### src/rtl/cdd_timer_pkg.sv
// Shared types and helpers for the BCD countdown timer control stage.
package cdd_timer_pkg;

  typedef enum logic [2:0] {
    IDLE,
    LOAD,
    RUN,
    HOLD,
    EXPIRE,
    ABORT
  } state_e;

  localparam state_e RESET_STATE = ABORT;

  function automatic logic bcd8_valid(input logic [7:0] v);
    return (v[7:4] <= 4'd9) && (v[3:0] <= 4'd9);
  endfunction

endpackage

### src/rtl/cdd_prescale.sv
// Count-tick prescaler: counts 0..PRESCALE-1 while enabled, flags the last count.
module cdd_prescale #(
  parameter int PRESCALE = 10,
  parameter int PW       = 16
) (
  input  logic clk_i,
  input  logic clr_i,
  input  logic en_i,
  output logic tick_o
);

  localparam logic [PW-1:0] TERM = PW'(PRESCALE - 1);

  logic [PW-1:0] cnt_q, cnt_d;

  always_comb begin
    cnt_d = cnt_q;
    if (clr_i) begin
      cnt_d = '0;
    end else if (en_i) begin
      cnt_d = (cnt_q == TERM) ? '0 : cnt_q + 1'b1;
    end
  end

  always_ff @(posedge clk_i) begin
    cnt_q <= cnt_d;
  end

  assign tick_o = (cnt_q == TERM);

endmodule

### src/rtl/cdd_timer_ctrl.sv
// Countdown timer control for a two-digit BCD down counter: load, tick, pause,
// abort, auto-reload and terminal-count detection via the counter's CAO.
module cdd_timer_ctrl
  import cdd_timer_pkg::*;
#(
  parameter int PRESCALE = 10,
  parameter int PW       = 16
) (
  input  logic       CLK,
  input  logic       RSTN,
  input  logic       START,
  input  logic       STOP,
  input  logic       PAUSE,
  input  logic       AUTO_RELOAD,
  input  logic [7:0] PRESET,
  input  logic       CAO,
  output logic [7:0] D,
  output logic       LD,
  output logic       EN,
  output logic       CAI,
  output logic       CLR,
  output logic       DONE,
  output logic       BUSY,
  output logic       ERR
);

  state_e     state_q;
  logic [7:0] preset_q;
  logic       reload_q;
  logic       err_q;
  logic       tick;
  logic       start_ok;
  logic       start_bad;

  always_comb begin
    start_ok  = 1'b0;
    start_bad = 1'b0;
    if (START && (state_q inside {IDLE, RUN, HOLD, EXPIRE})) begin
      start_ok  = bcd8_valid(PRESET);
      start_bad = !bcd8_valid(PRESET);
    end
  end

  // Prescaler runs only in RUN, freezes in HOLD and restarts from zero otherwise.
  cdd_prescale #(
    .PRESCALE (PRESCALE),
    .PW       (PW)
  ) u_presc (
    .clk_i  (CLK),
    .clr_i  (!RSTN || !(state_q inside {RUN, HOLD})),
    .en_i   (state_q == RUN),
    .tick_o (tick)
  );

  always_ff @(posedge CLK) begin
    if (!RSTN) begin
      state_q  <= RESET_STATE;
      preset_q <= 8'h00;
      reload_q <= 1'b0;
      err_q    <= 1'b0;
    end else begin
      err_q <= 1'b0;
      if (STOP) begin
        state_q <= ABORT;
      end else if (start_ok) begin
        state_q  <= LOAD;
        preset_q <= PRESET;
        reload_q <= AUTO_RELOAD;
      end else begin
        err_q <= start_bad;
        case (state_q)
          IDLE:    state_q <= IDLE;
          LOAD:    state_q <= RUN;
          RUN: begin
            if (CAO)        state_q <= EXPIRE;
            else if (PAUSE) state_q <= HOLD;
          end
          HOLD:    if (!PAUSE) state_q <= RUN;
          EXPIRE:  state_q <= reload_q ? RUN : IDLE;
          ABORT:   state_q <= IDLE;
          default: state_q <= ABORT;
        endcase
      end
    end
  end

  assign D    = preset_q;
  assign LD   = (state_q == LOAD) || ((state_q == EXPIRE) && reload_q);
  assign EN   = (state_q == RUN);
  assign CAI  = (state_q == RUN) && tick;
  assign CLR  = (state_q == ABORT) || ((state_q == EXPIRE) && !reload_q);
  assign DONE = (state_q == EXPIRE);
  assign BUSY = state_q inside {LOAD, RUN, HOLD, EXPIRE};
  assign ERR  = err_q;

endmodule

### config.mk
export PLATFORM = sky130hd
export DESIGN_NAME = cdd_timer_ctrl
export DESIGN_NICKNAME = d
export VERILOG_FILES = /design/src/rtl/cdd_timer_pkg.sv /design/src/rtl/cdd_prescale.sv /design/src/rtl/cdd_timer_ctrl.sv
export SDC_FILE = /design/constraint.sdc
export NUM_CORES = 1
export LEC_CHECK = 0
export CAP_MARGIN = 10
export CORE_UTILIZATION = 50
export CTS_CLUSTER_SIZE = 40
export DETAILED_ROUTE_END_ITERATION = 10
export PLACE_DENSITY = 0.88
export RECOVER_POWER = 25
export SLEW_MARGIN = 20
export SYNTH_ARGS = -nofsm -noshare
export SYNTH_HDL_FRONTEND = slang
export SYNTH_SLANG_ARGS = --single-unit
### constraint.sdc
create_clock -name CLK -period 5.9 [get_ports CLK]
set_input_delay 1.77 -clock CLK [delete_from_list [all_inputs] [get_ports CLK]]
set_output_delay 1.77 -clock CLK [all_outputs]
set_load 0.03 [all_outputs]
# Word level (Yosys, flattened, before mapping)
# Cells that the tools add are included.
# classes
n_addsub	1
n_lt_le_gt_ge	2
eq_ne	10
mux	8
bitwise_logic	3
reduce_logical	23
# op_table
cell	n
adder 16 x 1 -> 16 bit (second input constant)	1
== test 16 x 4 -> 1 bit (second input constant)	1
two-way mux 16 bit	1
case mux 3 bit (5 select lines)	1
two-way mux 3 bit	4
less-or-equal comparator 4 bit (second input constant)	2
nonzero test 4 bit	2
== test 3 x 2 -> 1 bit (second input constant)	2
== test 3 bit (second input constant)	2
AND reduction 2 bit	3
logical AND 1 bit	5
zero test 1 bit	4
!= test 4 x 1 -> 1 bit (second input constant)	1
OR reduction 2 bit	2
OR reduction 4 bit	1
== test 3 x 1 -> 1 bit (second input constant)	1
zero test 3 bit	1
logical OR 1 bit	3
!= test 3 x 1 -> 1 bit (second input constant)	1
!= test 3 bit (second input constant)	1
NOT 1 bit	3
OR reduction 3 bit	1
two-way mux 2 bit	1
!= test 2 bit (second input constant)	1
other kinds (2)	2
# word_totals
reg_bits	29
inputBits	15
wordCells	53

# Depth between registers and ports, before layout
# logic_depth
ltp_word	6
ltp_mapped	7

# Modules after synthesis
# A second synthesis with hierarchy kept.
# unflattened
cells_unflattened	164
area_unflattened_um2	1505.2
# modules_own_cells
mod	instances	cells_per_inst	area_per_inst_um2	seq_area_each_um2
cdd_prescale	1	88	828.3	320.3
cdd_timer_ctrl	1	76	676.9	260.2

# Worst setup path after synthesis
# No wires, ideal clock.
# synth_timing
path_type	register to output
start	register state_q[2]
end	output CAI
arrival_time_ns	1.715
required_time_ns	4.130
slack_ns	2.415
path_stages_with_launch	6
path_buffers	1
cell_sequence	dfxtp_1 > buf_6 > or3b_4 > inv_1 > nand4_1 > nor2_1
# synth_between
elab_chain_len	2
# synth_lines
item	line_no	source
start: declaration	cdd_timer_ctrl.sv:27	state_e state_q;
start signal: assignment	cdd_timer_ctrl.sv:79	EXPIRE: state_q <= reload_q ? RUN : IDLE;
== test 3 x 2 -> 1 bit	--	
via EN	cdd_timer_ctrl.sv:19	output logic EN,
logical AND 1 bit	cdd_timer_ctrl.sv:90	assign CAI = (state_q == RUN) && tick;
end: declaration	cdd_timer_ctrl.sv:20	output logic CAI,
# The timed path passes the listed nets, and every way through them passes these cells.

# Worst setup path in the final report
# layout_timing
start	register state_q[1]
end	output CAI
# layout_between
elab_chain_len	2
# layout_lines
item	line_no
== test 3 x 2 -> 1 bit	cdd_timer_ctrl.sv:90
logical AND 1 bit	cdd_timer_ctrl.sv:90
# Every way passes these cells.

==> flow_metrics.tcl <==
set metrics [dict create \
    layout-drive-gt1-share_pct 4.62 \
    drt_first_iter_violations 10 \
    clock_sinks 29 \
    syn_avg_cell_area_um2 8.35 \
    yosys.area.top_type "dfxtp_1" \
    cts_tree "yes" \
    rsz0062_at_grt "no" \
    vdd_drop_max_v 0.000164 \
    crit_fanout 7 \
    drt-met1-wl_um 1320 \
    clk_pin_slew_ps 90 \
    clk_latency_ps 330 \
    clockPowerShare_pct 34.5 \
    routedWlPerCell_um 13.2 \
    start_util_pct 54.3 \
    antenna_found_initial 0 \
    setup_violations 0 \
    hpwlAfterDp_um 2210 \
    p_leak_uw 0.000580 \
    wl_met2_um 1410 \
    routed_wirelength_um 2960 \
    r2r_cells 4 \
    ys_top_cells_by_area "dfxtp_1 42%, mux2i_1 8.0%, nand2_1 6.9%" \
    p_per_area_nw_per_um2 207 \
    dieArea_um2 2950 \
    crit_required_ps 4130 \
    p_int_uw 271 \
    drc 0 \
    worst_hold_slack_ps 469 \
    slew_headroom_pct 56.2 \
    synth_area_um2 1370 \
    syn_nets 181 \
    fin_cells 225 \
    topRoutingLayerUsed "met4" \
    ios 30 \
    root_buffer "clkbuf_4" \
    antenna_cells 0 \
    cts-buffers-inserted 5 \
    min_period_ps 4110 \
    synth_top_area_share_pct 42.4 \
    netlist_instances 164 \
    r2r_slack_ps 3780 \
    comb_power_share_pct 9.5 \
    fin_crit_sh_pct 69.7 \
    place.gp.congestion 0.772 \
    grt-ovfl-total 0 \
    arrival_ps 2340 \
    maxCapViolations 0 \
    post_cts_buffers 0 \
    worstSetupPathType "flop to output port" \
    fillCellCount 200 \
    antenna_left 0 \
    whs_endpoint "D[3]" \
    synth-edff-count 0 \
    h-tree-depth 2 \
    synth_cell_types 33 \
    totalNegativeSetupSlack_ps 0 \
    hold_depth 2 \
    hp-class "flop to flop" \
    final_core_util_pct 68.5 \
    endpoint_kind "output port" \
    switchingPower_uw 85.6 \
    yosysSeqAreaShare_pct 42.4 \
    p_seq_share_pct 56.0 \
    worstMarginPinSlew_ps 655 \
    fmax_ghz 0.243 \
    grt_pass1_vias 1069 \
    slew_violations 0 \
    grt_max_degree 22 \
    async_flop_share_pct 0 \
    vias 1222 \
    status "finished, final reports clean" \
    place_inst 217 \
    io_buffers 29 \
    fin_skew_ps 9.77 \
    clk_path_buf_depth 2 \
    wl_met3_um 182 \
    yosysWarnings 0 \
    finalNetCount 212 \
    die_width_um 54.3 \
    syn_to_final_growth_pct 26.1 \
    r2r_end "u_presc.cnt_q[15]" \
    synthFlopType "dfxtp_1" \
    coreArea_um2 2520 \
    seq_area_um2 581 \
    finalPower_uw 357 \
    grt_usage_pct 21.7 \
    cts_hold_buf 0 \
    r2r_start "state_q[1]" \
    vias_per_cell 5.43 \
    multi_input_area_um2 722 \
    crit_path_start_kind "flop" \
    ys_ff_latch 29 \
    hold_violations 0 \
    grt_first_pass_wirelength_um 4440 \
    die_h_um 54.3 \
    sw_frac_of_total_pct 24.0 \
    min_from "D[3]" \
    first_pass_iters 4 \
    rows 18 \
    cts_resized 0 \
]
layer usage:
metal	track usage, %	vias to the layer above
met5	0	-
met4	10.3	0
met3	7.50	10
met2	38.6	35
met1	22.6	552
li1	-	625
layout make-up:
| class | instances | share of cell area [%] |
|---|---|---|
| clock buffer | 7 | 3.19 |
| inverter | 8 | 1.74 |
| multi-input combinational | 120 | 41.8 |
| sequential | 29 | 33.6 |
| tap | 30 | 2.17 |
| timing repair buffer | 31 | 17.5 |
critical path, stage by stage (launching register included):
cell             delay [ps]
dfxtp_1                 430
or3b_4                  430
inv_1                   170
nand4_1                 150
nor2_1                  150
clkdlybuf4s50_1         680
through the flow:
step / setup WS [ps] / area [µm²]
floorplan: 2410 / 1370
global placement: 2220 / 1670
detailed placement: 2130 / 1670
CTS: 1800 / 1720
global route: 1680 / 1730
finish: 1790 / 1730
cells in the mapped netlist, drive strengths merged (3+ instances only):
master,number
nor4,4
xor2,3
or3,4
a21oi,7
nand3,4
o21ai,8
xnor2,8
dfxtp,29
clkbuf,4
nor2,20
inv,8
mux2i,11
buf,3
nand4,5
nand2,25
nor3,3
state kept, by name, indices dropped and copies added, names as in the netlist:
signal	count
u_presc.cnt_q	16
reload_q	1
ERR	1
D	8
state_q	3
logic make-up after synthesis:
family                   Yosys count  share of synthesized area [%]
XOR/XNOR                          11                           7.04
AND/OR/NAND/NOR                   75                           26.7
AO/OA/AOI/OAI                     21                           9.14
multiplexers                      11                           8.04
adder cells (fa/ha/maj)            2                           1.83
flip-flops                        29                           42.4
buffers and inverters             15                           4.84
layout by cell type (no fill, tap or decap), drive strengths merged:
master,n
o32ai,1
a221oi,1
dlygate4sd3,2
dfxtp,29
clkbuf,8
or3b,1
a21bo,1
nand2b,1
nand2,25
o21ai,8
nor2,20
clkdlybuf4s50,27
o21a,1
xor2,3
nor3,3
nand3,4
mux2i,11
nor2b,2
buf,1
and4,1
inv,8
nor4,4
nand4,5
and3b,1
or4,2
ha,2
o211ai,2
a21oi,7
or3,4
xnor2,8
and2,1
nand4bb,1
power by group through the flow:
stage / Sequential, µW / Clock [µW] / Combinational (µW)
floorplan: 204 / 0 / 17.7
global placement: 204 / 0 / 33.5
detailed placement: 204 / 0 / 34.0
CTS: 200 / 124 / 34.3
global route: 200 / 132 / 36.7
finish: 200 / 123 / 33.9
how the worst max path moves through the flow:
stage | start | to | slack, ps | depth (start not counted)
2_1_floorplan | state_q[2] | CAI | 2410 | 5
3_3_place_gp | state_q[2] | CAI | 2220 | 5
3_5_place_dp | RSTN | u_presc.cnt_q[1] | 2130 | 3
4_1_cts | state_q[2] | CAI | 1800 | 5
5_1_grt | state_q[2] | CAI | 1680 | 5
6_report | state_q[1] | CAI | 1790 | 5
(Power assumes the default switching activity.)
==> RTL edit (same settings) <==
Put a register stage on the outputs `LD`, `EN`, `CAI`, `CLR`, `DONE` and `BUSY`. The values now appear one clock later. The other outputs are not delayed to match.
--- a/src/rtl/cdd_timer_ctrl.sv
+++ b/src/rtl/cdd_timer_ctrl.sv
@@ -87,8 +87,10 @@
   assign D    = preset_q;
-  assign LD   = (state_q == LOAD) || ((state_q == EXPIRE) && reload_q);
-  assign EN   = (state_q == RUN);
-  assign CAI  = (state_q == RUN) && tick;
-  assign CLR  = (state_q == ABORT) || ((state_q == EXPIRE) && !reload_q);
-  assign DONE = (state_q == EXPIRE);
-  assign BUSY = state_q inside {LOAD, RUN, HOLD, EXPIRE};
+  always_ff @(posedge CLK) begin
+    LD   <= (state_q == LOAD) || ((state_q == EXPIRE) && reload_q);
+    EN   <= (state_q == RUN);
+    CAI  <= (state_q == RUN) && tick;
+    CLR  <= (state_q == ABORT) || ((state_q == EXPIRE) && !reload_q);
+    DONE <= (state_q == EXPIRE);
+    BUSY <= state_q inside {LOAD, RUN, HOLD, EXPIRE};
+  end
   assign ERR  = err_q;
Check against the original RTL: not equivalent (a bounded check fails within 4 cycles, from zero or initial values and one cycle with RSTN low).
==> RTL edit against the original RTL <==
Global-route usage is 1.6 points lower; setup slack better by 790 ps; power is 9.7% higher; count of clock-buffer cells in the layout is 1 lower; non-clock buffer count stayed put; clock skew is 1.3 ps higher; design area is 5.9% higher; cell count is 2.7% higher; area after synthesis is 8.8% higher; synthesized cell count is 3.7% higher; first-iteration DRC count is 110% higher; sequential cell count is 6 higher; wire length is 0.24% higher; critical endpoint is now u_presc.cnt_q[14]$_SDFFE_PP0P_; largest power group unchanged; highest routed layer unchanged.
==> RTL edit: results (changes against the original RTL) <==
run_status: "complete, no violations"
skew_ps: 11.1  # +1.33 ps
p_int_uw: 300  # +11%
share_of_cell_area_taken_by_multi_input_logic_gates: 0.393  # -0.0248
timing_worst_slew_pin_value_ps: 704  # +48.7 ps
synth.area.top_cells: "sky130_fd_sc_hd__dfxtp_1 47%, sky130_fd_sc_hd__mux2i_1 7.4%, sky130_fd_sc_hd__nand2_1 6.3%"
fill_cells: 246  # +23%
asyncSetResetFlopFracSynth: 0  # unchanged
cts-htree-levels: 2  # unchanged
cellLeakagePower_nw: 0.620  # +6.9%
gr-usage-met2: 0.328  # -0.0584
route.top_layer_used: "met4"
layout.area.seq_um2: 701  # +21%
gr-usage-all-layers: 0.202  # -0.0157
vdd.ir_drop.worst_uv: 211  # +29%
rrSetupSlack_ps: 3540  # -240 ps
met3_track_demand_over_resource: 0.0530  # -0.0220
wl_met2_mm: 1.42  # +1.1%
holdPathStages: 2  # unchanged
worst_r2r_path_depth: 6  # +2
detailedRoute.firstIterationViolations: 21  # +11
synth-edff-count: 0  # unchanged
totalWireLength_mm: 2.97  # +0.24%
hold_path_end: "D[0]$_SDFFE_PN0P_"
ys_seq_area_frac: 0.471  # +0.0465
worstPathArrival_ps: 3590  # +1250 ps
postPlaceCellArea_um2: 1790  # +7.3%
rd_place_congestion: 0.770  # -0.36%
layout.clock.cell_area_share: 0.0226  # -0.00931
sh_seq_area: 0.383  # +0.0468
clk_sinks: 35  # +21%
min_from: "D[0]$_SDFFE_PN0P_"
met3_wirelength_um: 148  # -19%
design.final.nets: 218  # +2.8%
route.detailed.vias_per_inst: 5.35  # -1.6%
hold-worst-slack_ps: 458  # -10.7 ps
post_synth_inst_count: 170  # +3.7%
syn_nets: 187  # +3.3%
grt_pass1_wl_mm: 4.88  # +10%
worst-path-max-fanout: 21  # +14
crit_startpoint: "RSTN"
final.clkbuf_count: 6  # -1
final-instance-count-excl-fill: 231  # +2.7%
buffer_area_frac: 0.163  # -0.0112
use_met1: 0.236  # +0.00946
met1Wirelength_mm: 1.32  # +0.38%
place.detailed.hpwl_mm: 2.21  # +0.19%
place_worst_setup_slack_ps: 2150  # +15.9 ps
worst_setup_path_end_kind: "register"
tapcell.inserted: 31  # +3.3%
regToRegStartpoint: "state_q[2]$_SDFFE_PP1P_"
r2r_end: "u_presc.cnt_q[14]$_SDFFE_PP0P_"
layout-drive-gt1-share: 0.0350  # -0.0112
number_of_global_route_vias_before_repair: 1201  # +12%
final_period_minus_worst_setup_slack_ps: 3320  # -788 ps
timing.hold.worst.class: "register to register"
synth.cells.most_frequent: "35 x sky130_fd_sc_hd__dfxtp_1, 25 x sky130_fd_sc_hd__nand2_1, 20 x sky130_fd_sc_hd__nor2_1"
==> RTL edit: worst max-delay path: stages <==
cell and delay [ps]:
sky130_fd_sc_hd__dlygate4sd3_1 950, sky130_fd_sc_hd__o211ai_1 460, sky130_fd_sc_hd__clkbuf_2 280, sky130_fd_sc_hd__a21oi_1 130
==> RTL edit: power by group through the flow <==
stage / sequential (mW) / clock [mW] / combinational, mW
after CTS: 0.243 / 0.118 / 0.0340
after global routing: 0.244 / 0.125 / 0.0359
after floorplan: 0.253 / 0 / 0.0130
final: 0.243 / 0.115 / 0.0333
after global placement: 0.249 / 0 / 0.0331
after detailed placement: 0.249 / 0 / 0.0338
==> RTL edit: cell families (layout without fill, tap and decap cells) <==
family	Yosys count	after routing	synth area share
DFF	35	35	0.471
buffers and inverters	15	45	0.0445
AOI/OAI and AO/OA	21	21	0.0840
and+or+nand+nor	75	75	0.245
xor gates and xnor gates	11	11	0.0647
muxes	11	11	0.0740
adders and majority gates	2	2	0.0168
